$ cat config.mk
export PLATFORM = sky130hd
export DESIGN_NAME = keypad_scan_ctrl
export DESIGN_NICKNAME = d
export VERILOG_FILES = /design/src/rtl/keypad_scan_ctrl.sv
export SDC_FILE = /design/constraint.sdc
export NUM_CORES = 1
export LEC_CHECK = 0
export CAP_MARGIN = 40
export CORE_UTILIZATION = 55
export DETAILED_ROUTE_END_ITERATION = 10
export GPL_ROUTABILITY_DRIVEN = 0
export PLACE_DENSITY = 0.76
export SETUP_SLACK_MARGIN = 0.15
export SYNTH_ARGS = -nofsm -noshare
export SYNTH_HDL_FRONTEND = slang
export SYNTH_SLANG_ARGS = --single-unit
$ cat constraint.sdc
create_clock -name clk -period 13.1 [get_ports clk]
set_clock_uncertainty 0.1 [all_clocks]
set_input_delay 3.93 -clock clk [delete_from_list [all_inputs] [get_ports clk]]
set_output_delay 3.93 -clock clk [all_outputs]
set_load 0.02 [all_outputs]
$ cat src/rtl/keypad_scan_ctrl.sv
// 4x4 active-low keypad matrix scanner with whole-frame debouncing.
// Reports one key code per stable press over a valid/ready handshake.
module keypad_scan_ctrl #(
    parameter logic [23:0]  TICK_MAX   = 24'd29999,
    parameter int unsigned  STABLE_CNT = 4
) (
    input  logic       clk,
    input  logic       rst,
    output logic [3:0] colN,
    input  logic [3:0] rowN,
    output logic       keyValid,
    output logic [3:0] keyCode,
    input  logic       keyReady,
    output logic       keyHeld,
    output logic       overflow
);

    localparam logic [3:0] STABLE_MAX = 4'(STABLE_CNT);

    typedef enum logic [1:0] {
        IDLE     = 2'd0,
        DEBOUNCE = 2'd1,
        PRESSED  = 2'd2,
        RELEASE  = 2'd3
    } state_e;

    logic [23:0] tick_cnt_q, tick_cnt_d;
    logic [1:0]  col_q, col_d;
    logic [3:0]  col_n_q, col_n_d;
    logic [15:0] snap_q, snap_d;
    logic [3:0]  stable_cnt_q, stable_cnt_d;
    logic [3:0]  cand_q, cand_d;
    state_e      state_q, state_d;
    logic        key_valid_q, key_valid_d;
    logic [3:0]  key_code_q, key_code_d;
    logic        key_held_q, key_held_d;
    logic        overflow_q, overflow_d;

    logic        tick_c;
    logic        frame_done_c;
    logic [15:0] frame_c;
    logic [4:0]  hit_cnt_c;
    logic [3:0]  hit_idx_c;
    logic [3:0]  code_c;
    logic        is_none_c;
    logic        is_single_c;
    logic [3:0]  stable_inc_c;
    logic        emit_c;

    assign tick_c       = (tick_cnt_q == TICK_MAX);
    assign frame_done_c = tick_c && (col_q == 2'd3);
    // The last column is still on the pins when the frame completes, so merge it in live.
    assign frame_c      = {~rowN, snap_q[11:0]};

    // Snapshot bit index is col*4+row; count hits and remember the last one.
    always_comb begin
        hit_cnt_c = '0;
        hit_idx_c = '0;
        for (int i = 0; i < 16; i++) begin
            if (frame_c[i]) begin
                hit_cnt_c = hit_cnt_c + 5'd1;
                hit_idx_c = 4'(i);
            end
        end
    end

    assign is_none_c    = (hit_cnt_c == 5'd0);
    assign is_single_c  = (hit_cnt_c == 5'd1);
    assign code_c       = {hit_idx_c[1:0], hit_idx_c[3:2]};
    assign stable_inc_c = (stable_cnt_q >= STABLE_MAX) ? STABLE_MAX : stable_cnt_q + 4'd1;

    always_comb begin
        tick_cnt_d   = tick_c ? 24'd0 : tick_cnt_q + 24'd1;
        col_d        = tick_c ? col_q + 2'd1 : col_q;
        col_n_d      = ~(4'b0001 << col_d);
        snap_d       = snap_q;
        state_d      = state_q;
        stable_cnt_d = stable_cnt_q;
        cand_d       = cand_q;
        emit_c       = 1'b0;
        key_valid_d  = key_valid_q;
        key_code_d   = key_code_q;
        overflow_d   = overflow_q;

        if (tick_c) begin
            snap_d[{col_q, 2'b00} +: 4] = ~rowN;
        end

        if (frame_done_c) begin
            case (state_q)
                IDLE: begin
                    if (is_single_c) begin
                        cand_d       = code_c;
                        stable_cnt_d = 4'd1;
                        if (STABLE_MAX == 4'd1) begin
                            state_d = PRESSED;
                            emit_c  = 1'b1;
                        end else begin
                            state_d = DEBOUNCE;
                        end
                    end
                end
                DEBOUNCE: begin
                    if (is_single_c) begin
                        if (code_c == cand_q) begin
                            stable_cnt_d = stable_inc_c;
                        end else begin
                            cand_d       = code_c;
                            stable_cnt_d = 4'd1;
                        end
                        if (stable_cnt_d == STABLE_MAX) begin
                            state_d = PRESSED;
                            emit_c  = 1'b1;
                        end
                    end else begin
                        state_d      = IDLE;
                        stable_cnt_d = 4'd0;
                    end
                end
                PRESSED: begin
                    if (is_none_c) begin
                        state_d      = RELEASE;
                        stable_cnt_d = 4'd1;
                    end
                end
                RELEASE: begin
                    if (is_none_c) begin
                        stable_cnt_d = stable_inc_c;
                        if (stable_inc_c == STABLE_MAX) begin
                            state_d      = IDLE;
                            stable_cnt_d = 4'd0;
                        end
                    end else begin
                        state_d = PRESSED;
                    end
                end
                default: state_d = IDLE;
            endcase
        end

        // Accept first, so an emit on the same edge reloads instead of overflowing.
        if (key_valid_q && keyReady) begin
            key_valid_d = 1'b0;
        end
        if (emit_c) begin
            if (!key_valid_q || keyReady) begin
                key_valid_d = 1'b1;
                key_code_d  = cand_d;
            end else begin
                overflow_d = 1'b1;
            end
        end

        key_held_d = (state_d == PRESSED) || (state_d == RELEASE);
    end

    always_ff @(posedge clk) begin
        if (rst) begin
            tick_cnt_q   <= '0;
            col_q        <= '0;
            col_n_q      <= 4'b1110;
            snap_q       <= '0;
            stable_cnt_q <= '0;
            cand_q       <= '0;
            state_q      <= IDLE;
            key_valid_q  <= 1'b0;
            key_code_q   <= '0;
            key_held_q   <= 1'b0;
            overflow_q   <= 1'b0;
        end else begin
            tick_cnt_q   <= tick_cnt_d;
            col_q        <= col_d;
            col_n_q      <= col_n_d;
            snap_q       <= snap_d;
            stable_cnt_q <= stable_cnt_d;
            cand_q       <= cand_d;
            state_q      <= state_d;
            key_valid_q  <= key_valid_d;
            key_code_q   <= key_code_d;
            key_held_q   <= key_held_d;
            overflow_q   <= overflow_d;
        end
    end

    assign colN     = col_n_q;
    assign keyValid = key_valid_q;
    assign keyCode  = key_code_q;
    assign keyHeld  = key_held_q;
    assign overflow = overflow_q;

endmodule

==> run_results.csv <==
group,metric,value,unit
floorplan,die_area,8570,sq um
pwr,p_per_area,79.0,nW/um^2
sta,tns,0,ns
sta,worst_pin_slew,0.812,ns
yosys,ys_seq_elements,59,
worst_setup_path,slowest_stage,"or4_1",
pwr,power_frac_seq,46.1,%
sta,setup_slack,1.75,ns
global_route,busiest_layer,"met2",
pwr,comb_power_share,6.8,%
detailed_routing,vias_per_cell,5.68,
floorplan,rows,32,
yosys,synth.most_common_cell,"nor2_1",
clock_tree,cts_setup_buffers,0,
cells_and_area,diodes,0,
pwr,ir_worst_vdd,0.110,mV
clock_tree,tritoncts,"yes",
sta,clock.fmax,88.1,MHz
yosys,syn_nets,584,
worst_setup_path,start_kind,"flip-flop",
sta,final_max_slew_viol_count,0,
sta,setup_viol,0,
yosys,syn_area,4510,sq um
pwr,power.total,0.392,mW
place,dp_hpwl,6780,microns
detailed_routing,num_vias,3795,
worst_setup_path,cp_max_fo,6,
yosys,synth_commonest_cells,"nor2_1, dfxtp_1, nand2_1",
worst_setup_path,critPathMaxStageDelay,0.52,ns
pwr,p_sw,0.0849,mW
detailed_routing,routedWlPerCell,13.5,microns
yosys,synth.distinct_cells,76,
global_route,grt_usage,22.1,%
global_route,grt_pass1_vias,3537,
yosys,synth_top_area_share,26.2,%
yosys,synthCells,555,
detailed_routing,firstDrtPassIters,4,
pwr,power_frac_clock,47.1,%
pwr,p_sw_share,21.7,%
worst_setup_path,cp.arrival,11.48,ns
floorplan,die_h,92.6,microns
cells_and_area,drive_above_1_share,7.77,%
floorplan,io_pins,18,
sta,fin_crit_sh,86.7,%
sta,hold_viol_final,0,
pwr,p_int,0.307,mW
worst_setup_path,cp.required,13.23,ns
clock_tree,clk_path_buf_depth,2,
global_route,grt_pass1_wl,15600,microns
yosys,synth-edff-count,0,
worst_setup_path,critPathCaptureType,"flip-flop",
yosys,async_reset_ff_share,0,%
place,port_buffers,17,
flow_run,cap_violations,0,
cells_and_area,nets,591,
yosys,yosysWarningCount,0,
global_route,met2_usage,36.9,%
clock_tree,cts_hold_buffers,0,
global_route,overflow,0,
worst_setup_path,crit_type,"flip-flop to flip-flop",
detailed_routing,ant_nets,0,
clock_tree,postCtsResizedCells,0,
clock_tree,path_clk_slew,0.06,ns
detailed_routing,wl,8990,microns
pwr,p_leak,1.88,nW
worst_setup_path,path_buf_inv,3,
clock_tree,cts_root_buffer,"clkbuf_8",
detailed_routing,drtIter0Drc,93,
global_route,antenna_found_initial,0,
worst_setup_path,crit_family,"adder cells",
worst_setup_path,crit_top_cell,"ha_1",
clock_tree,cts_inserted_buffers,9,
floorplan,die_w,92.6,microns
yosys,synth-seq-area-share,26.2,%
yosys,postSynthAreaPerCell,8.13,sq um
sta,max_slew_margin,45.5,%
cells_and_area,syn_to_final_growth,9.93,%
global_route,use_met3,3.69,%
sta,rsz0062_at_grt,"no",
yosys,synthFlopType,"dfxtp_1",
detailed_routing,drc_errors,0,
global_route,grtUsageMet1,29.3,%
floorplan,start_util,57.5,%
yosys,synthTopCellsByArea,"dfxtp_1, nor2_1, ha_1",
yosys,synth_top_area_cell,"dfxtp_1",
run_status,run_status,"finished, final reports clean",
clock_tree,clk_latency,0.34,ns
global_route,grt_max_degree,25,
clock_tree,cts_sinks,59,
clock_tree,htree_levels,3,
hold_path,min_path_type,"flip-flop to flip-flop",
sta,fin_crit,11.35,ns
place,dp_worst_setup_slack,1.79,ns
floorplan,core-area,7850,sq um
## final timing paths
| path | start | to | slack (ns) | cells after the start |
|---|---|---|---|---|
| worst max-delay path | snap_q[0] | keyCode[0] | 1.75 | 51 |
| worst max register to register | snap_q[0] | keyCode[0] | 1.75 | 51 |
| worst min-delay path | tick_cnt_q[0] | tick_cnt_q[0] | 0.35 | 1 |
| worst min register to register | tick_cnt_q[0] | tick_cnt_q[0] | 0.35 | 1 |
## layout make-up
type                    instances  area (sq um)
clock buffers                  11           151
well taps                     102           128
flip-flops and latches         59          1180
clock inverters                 4          73.8
repair buffers                 19           193
multi-input cells             446          3130
fillers                       715          2890
inverters                      27           101
## cell usage in the layout, fill, tap and decap left out, drive strengths merged, types with 6 or more instances in the layout
cell / count
nand3: 24
nor2: 78
dfxtp: 59
nor2b: 6
nand2: 51
xor2: 22
and2: 10
clkdlybuf4s50: 17
ha: 22
mux2i: 17
a21oi: 31
inv: 27
nor4: 6
mux2: 9
o21ai: 16
xnor2: 31
nor3: 13
xnor3: 7
nand4: 8
or3: 11
clkbuf: 11
nand2b: 6
## state kept, by name (all words and copies together) (netlist names)
| name | count |
|---|---|
| tick_cnt_q | 24 |
| snap_q | 12 |
| cand_q | 4 |
| colN | 4 |
| keyCode | 4 |
| stable_cnt_q | 4 |
| col_q | 2 |
| state_q | 2 |
| keyHeld | 1 |
| keyValid | 1 |
| overflow | 1 |
## power groups by stage
stage | combinational (mW) | clock, mW | sequential, mW
2_1_floorplan | 0.0202 | 0 | 0.185
3_3_place_gp | 0.0248 | 0 | 0.185
3_5_place_dp | 0.0264 | 0 | 0.185
4_1_cts | 0.0266 | 0.188 | 0.181
5_1_grt | 0.0298 | 0.195 | 0.181
6_report | 0.0267 | 0.185 | 0.181
## routing by layer
metal | share of wire [%] | wire (microns)
met1 | 50 | 4500
met2 | 46 | 4180
met3 | 2.8 | 250
met4 | 0.73 | 66
met5 | 0 | 0
## per-stage QoR
step	std cells	cell area (sq um)	hold WS (ns)	utilization, %
after detailed placement	653	4730	0.339	60.3
after CTS	668	4960	0.351	63.2
final	668	4960	0.351	63.2
after global routing	668	4960	0.365	63.2
after global placement	652	4720	0.334	60.1
after floorplan	555	4510	0.318	-
## kinds of logic (layout without fill, tap and decap cells)
| family | after synthesis | count (layout) | synth area share, % |
|---|---|---|---|
| compound gates | 98 | 98 | 14.8 |
| mux | 26 | 26 | 6.02 |
| fa+ha+maj | 22 | 22 | 6.10 |
| flops | 59 | 59 | 26.2 |
| simple gates | 238 | 238 | 26.7 |
| buf+inv | 50 | 61 | 4.41 |
| xor+xnor | 62 | 62 | 15.8 |
(Power assumes the default switching activity.)
